## src/rtl/dsp48a1_pkg.sv

```systemverilog
// Shared constants for the DSP48A1 slice model: datapath width and OPMODE7 encodings.
// No logic, no latency.
// No flow control; constants only.
package dsp48a1_pkg;

  // Natural width of the P datapath in the slice
  localparam int WIDTH_P = 48;

  // OPMODE[7] selects the post-adder operation
  localparam logic OP_ADD = 1'b0;
  localparam logic OP_SUB = 1'b1;

endpackage : dsp48a1_pkg

```

## src/rtl/dff_mux.sv

```systemverilog
// Optional pipeline register: a clock-enabled flop with synchronous active-high reset, or a wire.
// Latency: 1 cycle when PIPELINE=1, 0 when PIPELINE=0.
// No backpressure; ce=0 holds the stored value, rst beats ce.
module dff_mux #(
  parameter int SIZE     = 1,
  parameter int PIPELINE = 1
) (
  input  logic            clk,
  input  logic            rst,
  input  logic            ce,
  input  logic [SIZE-1:0] d,
  output logic [SIZE-1:0] q
);

  generate
    if (PIPELINE != 0) begin : g_reg
      logic [SIZE-1:0] q_r;

      // Register stage: reset has priority, then enable, otherwise hold
      always_ff @(posedge clk) begin
        if (rst) begin
          q_r <= '0;
        end else if (ce) begin
          q_r <= d;
        end
      end

      assign q = q_r;
    end else begin : g_bypass
      // Clock, reset and enable are meaningless on a bypassed stage
      logic unused_ctrl;
      assign unused_ctrl = &{1'b0, clk, rst, ce};

      assign q = d;
    end
  endgenerate

endmodule : dff_mux

```

## src/rtl/post_adder_carryout.sv

```systemverilog
// Post-adder/subtracter and carry-out stage of the DSP48A1 slice (optional POST_ADDER_PATTERN_DETECT_EN).
// Latency: PREG / CARRYOUTREG cycles (1 each by default, 0 when bypassed).
// No backpressure; CEP and CECARRYOUT independently hold their registers.
module post_adder_carryout
  import dsp48a1_pkg::*;
#(
  parameter int WIDTH       = WIDTH_P,
  parameter int PREG        = 1,
  parameter int CARRYOUTREG = 1
) (
  input  logic             CLK,
  input  logic             RSTP,
  input  logic [WIDTH-1:0] X,
  input  logic [WIDTH-1:0] Z,
  input  logic             CIN,
  input  logic             OPMODE7,
  input  logic             CEP,
  input  logic             CECARRYOUT,
`ifdef POST_ADDER_PATTERN_DETECT_EN
  input  logic [WIDTH-1:0] PATTERN,
  output logic             PATTERNDETECT,
`endif
  output logic [WIDTH-1:0] P,
  output logic [WIDTH-1:0] PCOUT,
  output logic             CARRYOUT,
  output logic             CARRYOUTF
);

  // dff_mux expects an active-high reset; the slice pin is active-low
  logic rst;
  assign rst = ~RSTP;

  // One extra bit holds the carry (add) or the borrow (subtract)
  logic [WIDTH:0]   operand;
  logic [WIDTH:0]   sum;
  logic [WIDTH-1:0] res;
  logic             cout;

  // Post-adder: carry-in is folded into the X operand before the add/subtract
  always_comb begin
    operand = {1'b0, X} + {{WIDTH{1'b0}}, CIN};
    sum     = '0;
    if (OPMODE7 == OP_SUB) begin
      sum = {1'b0, Z} - operand;
    end else begin
      sum = {1'b0, Z} + operand;
    end
  end

  assign res  = sum[WIDTH-1:0];
  assign cout = sum[WIDTH];

  logic [WIDTH-1:0] p_q;
  logic             cout_q;

  dff_mux #(
    .SIZE     (WIDTH),
    .PIPELINE (PREG)
  ) u_preg (
    .clk (CLK),
    .rst (rst),
    .ce  (CEP),
    .d   (res),
    .q   (p_q)
  );

  dff_mux #(
    .SIZE     (1),
    .PIPELINE (CARRYOUTREG)
  ) u_carryoutreg (
    .clk (CLK),
    .rst (rst),
    .ce  (CECARRYOUT),
    .d   (cout),
    .q   (cout_q)
  );

  // Cascade and fabric copies are the same nets as the primary outputs
  assign P         = p_q;
  assign PCOUT     = p_q;
  assign CARRYOUT  = cout_q;
  assign CARRYOUTF = cout_q;

`ifdef POST_ADDER_PATTERN_DETECT_EN
  // Match is taken on the pre-register result so it lines up with P
  logic match;
  assign match = (res == PATTERN);

  dff_mux #(
    .SIZE     (1),
    .PIPELINE (PREG)
  ) u_patreg (
    .clk (CLK),
    .rst (rst),
    .ce  (CEP),
    .d   (match),
    .q   (PATTERNDETECT)
  );
`endif

endmodule : post_adder_carryout

```

## config.mk

```make
export PLATFORM = sky130hd
export DESIGN_NAME = post_adder_carryout
export DESIGN_NICKNAME = d
export VERILOG_FILES = /design/src/rtl/dsp48a1_pkg.sv /design/src/rtl/dff_mux.sv /design/src/rtl/post_adder_carryout.sv
export SDC_FILE = /design/constraint.sdc
export NUM_CORES = 1
export LEC_CHECK = 0
export ABC_AREA = 1
export CAP_MARGIN = 0
export CORE_MARGIN = 2
export CORE_UTILIZATION = 25
export CTS_BUF_LIST = sky130_fd_sc_hd__clkbuf_8
export DETAILED_ROUTE_END_ITERATION = 6
export PLACE_DENSITY_LB_ADDON = 0.25
export SETUP_SLACK_MARGIN = 0.3
export SLEW_MARGIN = 20
export SYNTH_ARGS = -nofsm -noshare
export SYNTH_HDL_FRONTEND = slang
export SYNTH_SLANG_ARGS = --single-unit
```

## constraint.sdc

```tcl
create_clock -name CLK -period 4.2 [get_ports CLK]
set_clock_uncertainty 0.15 [all_clocks]
set_input_delay 0.84 -clock CLK [delete_from_list [all_inputs] [get_ports CLK]]
set_output_delay 0.84 -clock CLK [all_outputs]
set_load 0.02 [all_outputs]
```

==> results.txt <==
- The final max-slew violation count is 0.
- Internal power: 1.965 mW
- Maximum clock frequency: 221.5 MHz
- Synthesis produced 1550 cells.
* Clock edge transition at the registers on the reported setup and hold paths: 0.11 ns
- DRT iter0 DRCs: 501
- Global routing consumed, over all layers together, 20.43% of the routing resources.
- Dividing the detail-routed wire length by the instance count gives 14.66 um.
- Leakage power: 7.724 nW
* Number of failing hold endpoints at the final stage: 0
- The worst hold path belongs to the class flop to flop.
- Dividing the detail-routed via count by the number of cells gives 4.488.
* Fin crit share: 107.5%
- Standard cell area after detailed placement: 13900 um^2
* Clock period minus worst slack: 4.514 ns
* Sequential element share of the synthesized area: 11.34%
- Leading post-synthesis cells by cell area: nand2_1 17%, nor2_1 12%, dfxtp_1 11%
- The routed design has 38500 um of wire.
- The flow ran to the end, but the final reports show violations.
- During synthesis, Yosys emitted a total of 0 warnings.
* Ratio of cells with drive above 1 in the final layout: 44.06%
* Worst setup margin: -0.3138 ns
* Largest area contributor in the netlist: nand2_1
- Worst Max-Slew Pin Slew: 0.7252 ns
- Floorplan core area: 34290 um^2
* Remaining max-slew budget at the tightest pin: 51.60%
- Critical path class: input port to flop
- In this run the tool buffered the top-level ports with 199 buffer cells.
- Net switching power: 1.549 mW
- Wire length of the first global-routing pass: 58260 um
- DRT antenna net count: 0
- Top-level port count: 200
- The design draws 3.515 mW.
- By instance count, the cell type seen most on the critical path is nor2_4.
- Sorting the synthesized cells by how often they occur yields 389 x nand2_1, 275 x nor2_1, 190 x inv_1.
- Root Buffer Master: clkbuf_8
- Once placement completed, the tool counted placed cells totaling 2517.
* Number of placement rows: 68
- From synthesis to final layout, the design area changed by 92.70%.
* Unique masters post-synth: 46
* Antenna cell count: 0
- Cell area after technology mapping: 8651 um^2
- The H-tree was split into 2 levels.
- The finished layout holds 2627 standard cells, fillers aside.
- Crit path largest cell delay: 0.34 ns
- Post-route worst hold slack: 0.3741 ns
* Worst Setup End Kind: flop
* Slowest cell on the critical path: nor4_4
- The routed layout has 11790 vias.
* Part of the power in combinational logic: 73.1%
- The synthesized design contains 0 enable-type register cells.
- Prior to clock tree synthesis, the placed netlist has a worst setup slack of -1.423 ns.
* Maximum fanout encountered on the critical timing path: 4
- For this design the ratio of total power to cell area is 210.8 nW/um^2.
- Final Setup Violations: 30
- Net switching is 44.09% of the power.
- The worst-case IR drop observed on VDD is 132.0 uV.
* Proportion of netlist area held by the largest area contributor: 16.88%
- Global placer's final weighted congestion: 0.8910
* Maximum clock insertion buffer count: 2
- Half-perimeter wire length of the detailed placement result: 31830 um
- Before antenna repair, the detailed router went through 5 iterations.
- The number of antenna violations at the first check in global routing came to 0.
- The filler cells instantiated in the layout total 3452.
* Synthesized net count: 1705
- Clock latency on the worst-skew pair, taken at its later pin, is 0.34 ns.
* Clock sink count: 49
* Setup crit start kind: input port
- Post-route cell area: 16670 um^2
- Counting the buffers created by CTS gives 5.
- In the final timing run, aggregate negative setup slack is -4.570 ns.
* Global route overflow: 0
- Mapped Avg Cell Area: 5.581 um^2
- Async set or reset register ratio after synthesis: 0%
* Violations in the final reports: negative setup slack
- At the worst endpoint, the required time is 4.34 ns.
* TritonCTS clock tree: done
* Die width: 190.0 um
- The die covers 36110 um^2.
- Maximum number of pins on one net before global-route repair: 59
* Critical path data arrival time: 4.66 ns
* Vias in the first global route: 11410
- Part of the power in the clock network: 10.7%
- Counting flops and latches in the post-synthesis netlist gives 49.
* Number of nets in the final layout: 2326
- Die Y-Extent: 190.0 um
- Unrepaired setup endpoints after global routing: true
- Sequential fraction of design power: 16.2%
- Max-cap viol count: 0
* Post-synth top flop: dfxtp_1
- Core utilization of the finished layout: 48.62%
- Top-count cell post-synth: nand2_1
- For this configuration, the core starts out at a cell density of 25.23%.
- Number of hold buffers added after CTS: 0
- In the routed design, unresolved DRC markers number 0.
==> power groups by stage <==
stage / clock (mW) / combinational (mW) / sequential (mW)
after floorplan: 0 / 0.974 / 0.641
after global placement: 0 / 2.04 / 0.579
after detailed placement: 0 / 2.05 / 0.583
after CTS: 0.394 / 2.32 / 0.572
after global routing: 0.408 / 2.76 / 0.579
final: 0.376 / 2.57 / 0.570
==> routing by layer <==
metal / vias to the layer above / wire, um / GRT usage, %
met2: 238 / 19190 / 37.86
met4: 0 / 712 / 4.323
li1: 6154 / - / -
met3: 32 / 1054 / 0.7379
met1: 5365 / 17550 / 26.20
met5: - / 0 / 0
==> worst max-delay path: cells and delay by family <==
kind	cells	cell delay, ns
simple gates	16	2.02
fa+ha+maj	3	0.60
compound gates	4	0.53
buf+inv	6	0.48
xor+xnor	1	0.16
==> repair_timing <==
item                                    in CTS  in global routing
endpoints found under the setup margin      43                 41
pin swaps                                  162                109
setup buffers                               77                 25
gates resized for setup                    367                209
==> area by class of cell <==
cell class                      instances  area (um^2)  share of cell area, %
Multi-Input combinational cell       1236         8447                  50.67
Timing Repair Buffer                  686         5823                  34.93
Clock inverter                          2        37.54                 0.2252
Inverter                              193        729.5                  4.376
Sequential cell                        49        980.9                  5.885
Tap cell                              455        569.3                  3.415
Clock buffer                            6        82.58                 0.4954
==> worst paths after layout <==
kind | cells past startpoint | slack, ns | startpoint | end
worst min register to register | 2 | 0.37 | u_preg.q[33] | u_preg.q[33]
worst min-delay path | 2 | 0.37 | u_preg.q[33] | u_preg.q[33]
worst max register to register | 4 | 3.21 | u_preg.q[44] | u_preg.q[44]
worst max-delay path | 30 | -0.31 | X[0] | u_preg.q[43]
==> layout by cell type, fill, tap and decap left out, types with 7 or more instances in the layout <==
| cell type | n |
|---|---|
| a21oi_1 | 28 |
| a21oi_2 | 43 |
| a21oi_4 | 12 |
| buf_4 | 448 |
| buf_6 | 34 |
| clkdlybuf4s50_1 | 163 |
| dfxtp_1 | 49 |
| dlygate4sd2_1 | 17 |
| ha_1 | 26 |
| ha_2 | 7 |
| ha_4 | 19 |
| inv_1 | 168 |
| inv_2 | 23 |
| nand2_1 | 296 |
| nand2_2 | 95 |
| nand2_4 | 21 |
| nand3_1 | 57 |
| nand3_2 | 20 |
| nand3b_1 | 18 |
| nand4_1 | 35 |
| nor2_1 | 180 |
| nor2_2 | 79 |
| nor2_4 | 49 |
| nor3_1 | 7 |
| o21a_1 | 7 |
| o21ai_0 | 34 |
| o21ai_1 | 45 |
| o21ai_2 | 19 |
| o21ai_4 | 8 |
| xnor2_1 | 18 |
| xor2_1 | 37 |
| xor2_2 | 13 |
==> kinds of logic after synthesis <==
kind of cell / count (synthesis) / synth area share (%)
fa+ha+maj: 53 / 7.752
xor+xnor: 76 / 7.695
compound gates: 225 / 14.48
flops: 49 / 11.34
buf+inv: 265 / 13.80
simple gates: 882 / 44.94
==> sequential cells by signal (all words and copies together) (netlist names) <==
| signal | cells |
|---|---|
| u_preg.q | 48 |
| u_carryoutreg.q | 1 |
(Power assumes the default switching activity.)
